--- src/rtl/datapath_sequencer.sv ---
// datapath_sequencer: control unit that sequences LOAD/ADD/MULADD/NOP into accumulator load cycles.
// Define SEQ_SATURATE_EN to clamp add results at all ones instead of wrapping.
module datapath_sequencer #(
   parameter int WIDTH = 4,
   parameter int CNT_W = 4
) (
   input  logic             clock,
   input  logic             reset,
   input  logic             instr_valid,
   output logic             instr_ready,
   input  logic [1:0]       opcode,
   input  logic [WIDTH-1:0] operand,
   input  logic [CNT_W-1:0] count,
   input  logic [WIDTH-1:0] ac_in,
   output logic [WIDTH-1:0] ABus,
   output logic             SelB,
   output logic             LoadAC,
   output logic             AddAlu,
   output logic             done,
   output logic [WIDTH-1:0] result,
   output logic             overflow
);

   typedef enum logic [1:0] {S_IDLE, S_EXEC, S_SETTLE, S_DONE} state_t;

   localparam logic [1:0] OP_NOP    = 2'b00;
   localparam logic [1:0] OP_LOAD   = 2'b01;
   localparam logic [1:0] OP_MULADD = 2'b11;

   state_t           state_q, state_d;
   logic [1:0]       op_q, op_d;
   logic [WIDTH-1:0] operand_q, operand_d;
   logic [CNT_W-1:0] rem_q, rem_d;
   logic [WIDTH-1:0] abus_q, abus_d;
   logic             selb_q, selb_d;
   logic             loadac_q, loadac_d;
   logic             done_q, done_d;
   logic [WIDTH-1:0] result_q, result_d;
   logic             overflow_q, overflow_d;

   logic             enter_exec;
   logic             cur_carry;
   logic [1:0]       exec_op;
   logic [WIDTH-1:0] exec_operand;

   // Carry of the add happening on the datapath in the current EXEC cycle.
   assign cur_carry = ({1'b0, ac_in} + {1'b0, operand_q}) > {1'b0, {WIDTH{1'b1}}};

   // Instruction that will drive the next EXEC cycle: fresh inputs on accept, latched copy otherwise.
   assign exec_op      = (state_q == S_IDLE) ? opcode  : op_q;
   assign exec_operand = (state_q == S_IDLE) ? operand : operand_q;

`ifdef SEQ_SATURATE_EN
   logic [WIDTH-1:0] next_ac;
   logic             pred_carry;

   // AC value the next EXEC cycle will see, predicted from this cycle's load so outputs stay registered.
   always_comb begin
      next_ac = ac_in;
      if (loadac_q) begin
         next_ac = selb_q ? ac_in + abus_q : abus_q;
      end
   end

   assign pred_carry = ({1'b0, next_ac} + {1'b0, exec_operand}) > {1'b0, {WIDTH{1'b1}}};
`endif

   always_comb begin
      state_d    = state_q;
      op_d       = op_q;
      operand_d  = operand_q;
      rem_d      = rem_q;
      abus_d     = '0;
      selb_d     = 1'b0;
      loadac_d   = 1'b0;
      done_d     = 1'b0;
      result_d   = result_q;
      overflow_d = overflow_q;
      enter_exec = 1'b0;

      case (state_q)
         S_IDLE: begin
            if (instr_valid) begin
               op_d       = opcode;
               operand_d  = operand;
               rem_d      = count;
               overflow_d = 1'b0;
               if (opcode == OP_NOP) begin
                  state_d = S_DONE;
                  done_d  = 1'b1;
               end else if (opcode == OP_MULADD && count == '0) begin
                  state_d = S_SETTLE;
               end else begin
                  state_d    = S_EXEC;
                  enter_exec = 1'b1;
               end
            end
         end
         S_EXEC: begin
            if (op_q != OP_LOAD) begin
               overflow_d = overflow_q | cur_carry;
            end
            if (op_q == OP_MULADD && rem_q != CNT_W'(1)) begin
               rem_d      = rem_q - CNT_W'(1);
               enter_exec = 1'b1;
            end else begin
               state_d = S_SETTLE;
            end
         end
         S_SETTLE: begin
            result_d = ac_in;
            state_d  = S_DONE;
            done_d   = 1'b1;
         end
         S_DONE: begin
            state_d = S_IDLE;
         end
         default: begin
            state_d = S_IDLE;
         end
      endcase

      if (enter_exec) begin
         loadac_d = 1'b1;
         abus_d   = exec_operand;
         selb_d   = (exec_op != OP_LOAD);
`ifdef SEQ_SATURATE_EN
         if (selb_d && pred_carry) begin
            selb_d = 1'b0;
            abus_d = {WIDTH{1'b1}};
         end
`endif
      end
   end

   always_ff @(posedge clock or posedge reset) begin
      if (reset) begin
         state_q    <= S_IDLE;
         op_q       <= OP_NOP;
         operand_q  <= '0;
         rem_q      <= '0;
         abus_q     <= '0;
         selb_q     <= 1'b0;
         loadac_q   <= 1'b0;
         done_q     <= 1'b0;
         result_q   <= '0;
         overflow_q <= 1'b0;
      end else begin
         state_q    <= state_d;
         op_q       <= op_d;
         operand_q  <= operand_d;
         rem_q      <= rem_d;
         abus_q     <= abus_d;
         selb_q     <= selb_d;
         loadac_q   <= loadac_d;
         done_q     <= done_d;
         result_q   <= result_d;
         overflow_q <= overflow_d;
      end
   end

   assign instr_ready = (state_q == S_IDLE);
   assign ABus        = abus_q;
   assign SelB        = selb_q;
   assign AddAlu      = selb_q;
   assign LoadAC      = loadac_q;
   assign done        = done_q;
   assign result      = result_q;
   assign overflow    = overflow_q;

endmodule

--- config.mk ---
export PLATFORM = sky130hd
export DESIGN_NAME = datapath_sequencer
export DESIGN_NICKNAME = d
export VERILOG_FILES = /design/src/rtl/datapath_sequencer.sv
export SDC_FILE = /design/constraint.sdc
export NUM_CORES = 1
export LEC_CHECK = 0
export ABC_AREA = 1
export BUFFER_PORTS_ARGS = -buffer_cell sky130_fd_sc_hd__buf_2
export CORE_UTILIZATION = 40
export DETAILED_ROUTE_END_ITERATION = 16
export PLACE_DENSITY = 0.63
export SLEW_MARGIN = 20
export SYNTH_ARGS = -nofsm -noshare
export SYNTH_HDL_FRONTEND = slang
export SYNTH_SLANG_ARGS = --single-unit
--- constraint.sdc ---
create_clock -name clock -period 1.55 [get_ports clock]
set_clock_uncertainty 0.1 [all_clocks]
set_input_delay 0.465 -clock clock [delete_from_list [all_inputs] [get_ports clock]]
set_output_delay 0.465 -clock clock [all_outputs]
set_load 0.05 [all_outputs]
==> results.json, run 1 <==
{
  "pwr-share-comb_pct": 64.2,
  "portBuffers": 30,
  "run_status": "finished, violations left",
  "drc": 0,
  "rsz0062_at_grt": "yes",
  "num_vias": 1143,
  "p_seq_share_pct": 28.8,
  "via_per_inst": 4.67,
  "gp_congestion": 0.768,
  "leakagePower_uw": 0.000939,
  "dp_slack_ns": -0.0608,
  "coreArea_um2": 3100,
  "ys_top_cells_by_area": "dfrtp_1 (45%), nand2_1 (17%), ha_1 (7.5%)",
  "ant_nets": 0,
  "numCtsBuffers": 3,
  "worstSetupPathType": "register to output port",
  "rr_endpoint": "rem_q[2]",
  "grt_pass1_wl_um": 4520,
  "placedInstanceArea_um2": 1560,
  "mostFrequentLayoutCell": "nand2_1",
  "p_sw_uw": 1850,
  "diodes": 0,
  "rr_worst_depth": 9,
  "grt_overflow": 0,
  "maxSlewHeadroom_pct": 79.5,
  "finalCriticalPeriod_ns": 1.66,
  "synth-main-ff-cell": "dfrtp_1",
  "start_kind": "register",
  "worstSetupEndpointType": "output port",
  "yosysUniqueCellTypes": 26,
  "clock_path_buffers": 2,
  "clock-sinks": 24,
  "synth_edf_count": 0,
  "final_hold_viol_count": 0,
  "failed_checks": "negative setup slack",
  "yosys.area.top_type": "dfrtp_1",
  "power.internal_uw": 1950,
  "seq_area_um2": 601,
  "die_y_um": 59.6,
  "fill_cells": 318,
  "antenna_found_initial": 0,
  "grt_pass1_vias": 1071,
  "worstMarginPinSlew_ns": 0.307,
  "tritoncts": "built",
  "synth_warnings": 0,
  "p_clk_share_pct": 7.0,
  "final_max_slew_viol_count": 0,
  "fin_crit_sh_pct": 107,
  "holdCritPathClass": "input port to asynchronous set/reset pin",
  "syn_inst": 158,
  "async_flop_share_pct": 100,
  "drive_above_1_share_pct": 33.8,
  "clock-root-buffer": "clkbuf_4",
  "hpwl_um": 2150,
  "grt_max_degree": 25,
  "clk_pin_slew_ns": 0.12,
  "setup_viol": 1,
  "start_util_pct": 42.8,
  "fin_cells": 245,
  "die-area_um2": 3560,
  "drt-total-wl_um": 2930,
  "p_sw_share_pct": 48.8,
  "synth_seq_cells": 24,
  "postSynthAreaPerCell_um2": 8.41,
  "fin_nets": 229,
  "drtIter0Drc": 56,
  "die_w_um": 59.6,
  "r2r_start": "state_q[1]",
  "finalPower_uw": 3800,
  "grt_use_total_pct": 17.1,
  "worstSkewPairLatency_ns": 0.31,
  "htreeDepth": 1,
  "crit_arrival_ns": 1.09,
  "place_inst": 234,
  "power_density_nw_per_um2": 2210,
  "multi_input_comb_area_um2": 676,
  "ff2ff_setup_slack_ns": 0.04,
  "num_io_pins": 31,
  "peakVddDrop_v": 0.00113,
  "required_ns": 0.98,
  "syn_to_final_growth_pct": 29.3,
  "most-common-layout-cells": "nand2_1 (61), dfrtp_1 (24), buf_2 (24), inv_1 (12), buf_4 (12)",
  "rows": 20,
  "drv_cap": 0,
  "max_freq_mhz": 603,
  "crit_fanout": 2,
  "syn_nets": 184,
  "design_area_um2": 1720,
  "wl_per_cell_um": 12.0,
  "syn_area_um2": 1330,
  "fin_ws_ns": -0.107,
  "synth_seq_area_share_pct": 45.2,
  "synth_top_area_share_pct": 45.2,
  "drt_first_pass_iters": 4
}
power groups by stage:
stage                     registers [µW]  logic, µW  clock network, µW
final                               1090       2440                267
after global routing                1130       2660                301
after CTS                           1090       2250                285
after detailed placement            1100       2090                  0
after global placement              1090       2040                  0
after floorplan                     1470       1210                  0
area by class of cell:
class,instances,share of cell area [%]
multi-input combinational,113,39.3
inverter,17,3.86
clock buffer,3,1.31
sequential,24,35.0
timing repair buffer,44,17.3
tap,44,3.20
stage by stage:
stage | TNS (ns) | utilization [%] | hold slack [ns]
after floorplan | 0 | - | 0.374
after global placement | -0.0567 | 50.4 | 0.353
after detailed placement | -0.0608 | 50.4 | 0.370
after CTS | -0.117 | 52.9 | 0.0700
after global routing | -0.197 | 55.4 | 0.0874
final | -0.107 | 55.4 | 0.0678
kinds of logic (layout without fill, tap and decap cells):
group,after synthesis,count (layout),share of synthesized area [%]
adder cells (fa/ha/maj),9,9,9.04
buffers and inverters,21,64,7.34
flip-flops,24,24,45.2
multiplexers,4,4,3.01
AO/OA/AOI/OAI,17,17,7.91
AND/OR/NAND/NOR,83,83,27.5
sequential cells by signal, summed over array words and instances (netlist names):
| name | count |
|---|---|
| op_q | 2 |
| result | 4 |
| rem_q | 4 |
| overflow | 1 |
| ABus | 4 |
| AddAlu | 1 |
| done | 1 |
| LoadAC | 1 |
| operand_q | 4 |
| state_q | 2 |
metal layers:
layer / GRT usage (%) / share of wire [%]
met4: 4.32 / 0.85
met5: 0 / 0
met3: 5.02 / 4.6
met2: 30.2 / 52
met1: 20.4 / 42
worst max path at each step:
stage / start / to / slack, ns / cells after the start
floorplan: state_q[0] / rem_q[3] / 0.004 / 8
global placement: ac_in[0] / overflow / -0.06 / 7
detailed placement: ac_in[0] / overflow / -0.06 / 7
CTS: state_q[0] / instr_ready / -0.12 / 3
global route: state_q[0] / instr_ready / -0.16 / 3
finish: state_q[0] / instr_ready / -0.11 / 3
Yosys cell counts, types with 2 or more instances:
master,instances
nand2_1,61
dfrtp_1,24
inv_1,15
ha_1,8
o21ai_0,7
a21oi_1,6
nand3_1,6
nor2_1,6
mux2i_1,4
nand2_2,3
buf_4,2
nor2_2,2
timing repair:
item | 4_1_cts | 5_1_grt
buffers inserted | 4 | 4
pin swaps | 1 | 4
endpoints found under the hold margin | 0 | 0
endpoints found under the setup margin | 2 | 14
gates resized for setup | 8 | 12
hold buffers | 0 | 0
critical path, cell delays in order, from the launching register on:
cell     delay, ns
dfrtp_1       0.41
inv_2         0.09
ha_4          0.14
buf_8         0.14
Note: power is estimated with default switching activity, not from simulation.
==> run 2, diff against run 1 <==
--- a/config.mk
+++ b/config.mk
@@ -7,9 +7,9 @@
 export LEC_CHECK = 0
 export ABC_AREA = 1
 export BUFFER_PORTS_ARGS = -buffer_cell sky130_fd_sc_hd__buf_2
-export CORE_UTILIZATION = 40
+export CORE_UTILIZATION = 35
 export DETAILED_ROUTE_END_ITERATION = 16
-export PLACE_DENSITY = 0.63
+export PLACE_DENSITY = 0.57
 export SLEW_MARGIN = 20
 export SYNTH_ARGS = -nofsm -noshare
 export SYNTH_HDL_FRONTEND = slang
==> results.json, run 2 (synthesized netlist as in run 1, its figures left out) <==
{
  "run_status": "finished, violations left",
  "worstSkewPairLatency_ns": 0.26,
  "power_density_nw_per_um2": 2220,
  "postCtsHoldBufs": 0,
  "gp_congestion": 0.875,
  "fill_cells": 370,
  "fin_crit_sh_pct": 103,
  "fin_nets": 227,
  "leakagePower_uw": 0.000936,
  "num_vias": 1118,
  "final_hold_viol_count": 0,
  "coreArea_um2": 3660,
  "clock-root-buffer": "clkbuf_8",
  "clk_pin_slew_ns": 0.08,
  "ant_nets": 0,
  "fin_cells": 248,
  "required_ns": 0.98,
  "portBuffers": 30,
  "worstMarginPinSlew_ns": 0.306,
  "most-common-layout-cells": "nand2_1 (61), buf_2 (29), dfrtp_1 (24), inv_1 (13), buf_4 (11)",
  "diodes": 0,
  "start_util_pct": 36.3,
  "finalCriticalPeriod_ns": 1.60,
  "failed_checks": "negative setup slack",
  "placedInstanceArea_um2": 1560,
  "die_y_um": 63.6,
  "drt-total-wl_um": 2760,
  "drtIter0Drc": 58,
  "num_io_pins": 31,
  "mostFrequentLayoutCell": "nand2_1",
  "design_area_um2": 1690,
  "wl_per_cell_um": 11.1,
  "grt_pass1_vias": 1153,
  "syn_to_final_growth_pct": 26.8,
  "rows": 22,
  "holdCritPathClass": "input port to asynchronous set/reset pin",
  "clock-sinks": 24,
  "maxSlewHeadroom_pct": 79.6,
  "max_freq_mhz": 625,
  "via_per_inst": 4.51,
  "drv_cap": 0,
  "worstSetupEndpointType": "output port",
  "grt_pass1_wl_um": 4820,
  "hpwl_um": 2190,
  "grt_max_degree": 25,
  "place_inst": 239,
  "tritoncts": "built",
  "drt_first_pass_iters": 4,
  "clock_path_buffers": 2,
  "drive_above_1_share_pct": 32.5,
  "crit_arrival_ns": 1.04,
  "numCtsBuffers": 3,
  "die-area_um2": 4050,
  "antenna_found_initial": 0,
  "drc": 0,
  "fin_ws_ns": -0.0504,
  "rsz0062_at_grt": "yes",
  "peakVddDrop_v": 0.000946,
  "final_max_slew_viol_count": 0,
  "worstSetupPathType": "register to output port",
  "setup_viol": 1,
  "htreeDepth": 1,
  "grt_use_total_pct": 15.3,
  "ff2ff_setup_slack_ns": 0.01,
  "crit_fanout": 2,
  "grt_overflow": 0,
  "start_kind": "register",
  "die_w_um": 63.6
}
-- run 2: critical path, stage by stage, from the launching register on --
cell and delay (ns):
dfrtp_1 0.41, inv_2 0.09, ha_4 0.14, buf_8 0.14
-- run 2: repair_timing --
item,in CTS,in global routing
gates resized for setup,7,2
pin swaps,2,0
setup endpoints to repair,3,13
buffers inserted,2,3
-- run 2: power by group --
part / leakage, µW / switching [µW] / internal, µW
clock: 0.0000288 / 189 / 226
combinational: 0.000603 / 1410 / 831
sequential: 0.000304 / 183 / 900
-- run 2: path summary, 6_finish.rpt --
| kind | start | to | depth (start not counted) |
|---|---|---|---|
| setup / recovery | state_q[0] | instr_ready | 3 |
| hold / removal | reset | op_q[0] | 3 |
| setup reg to reg | state_q[0] | rem_q[3] | 9 |
| hold reg to reg | result[1] | result[1] | 2 |
| max in group asynchronous | reset | ABus[1] | 3 |
| min in group clock | operand[2] | operand_q[2] | 3 |
-- run 2: stage by stage --
step / hold slack (ns) / util, % / worst slack (ns) / TNS [ns] / total power, µW
CTS: 0.140 / 45.2 / -0.0668 / -0.122 / 3720
finish: 0.131 / 46.0 / -0.0504 / -0.0504 / 3740
global placement: 0.355 / 42.7 / -0.0485 / -0.0485 / 3110
global route: 0.180 / 46.0 / -0.0802 / -0.224 / 4050
detailed placement: 0.358 / 42.7 / -0.0694 / -0.0765 / 3170
floorplan: 0.374 / - / 0.00438 / 0 / 2680
-- run 2: area by class of cell --
cell class / count / area, µm² / share of cell area, %
Clock buffer: 4 / 55.1 / 3.27
Inverter: 17 / 66.3 / 3.93
Multi-Input combinational cell: 113 / 649 / 38.5
Sequential cell: 24 / 601 / 35.6
Tap cell: 48 / 60.1 / 3.56
Timing Repair Buffer: 42 / 254 / 15.1
-- run 2: per-layer routing --
metal  vias to the layer above  wire length [µm]  GRT usage [%]
li1                        572                 -              -
met1                       514              1200           17.8
met2                        26              1420           27.1
met3                         6                80           1.45
met4                         0                59           8.52
met5                         -                 0              0
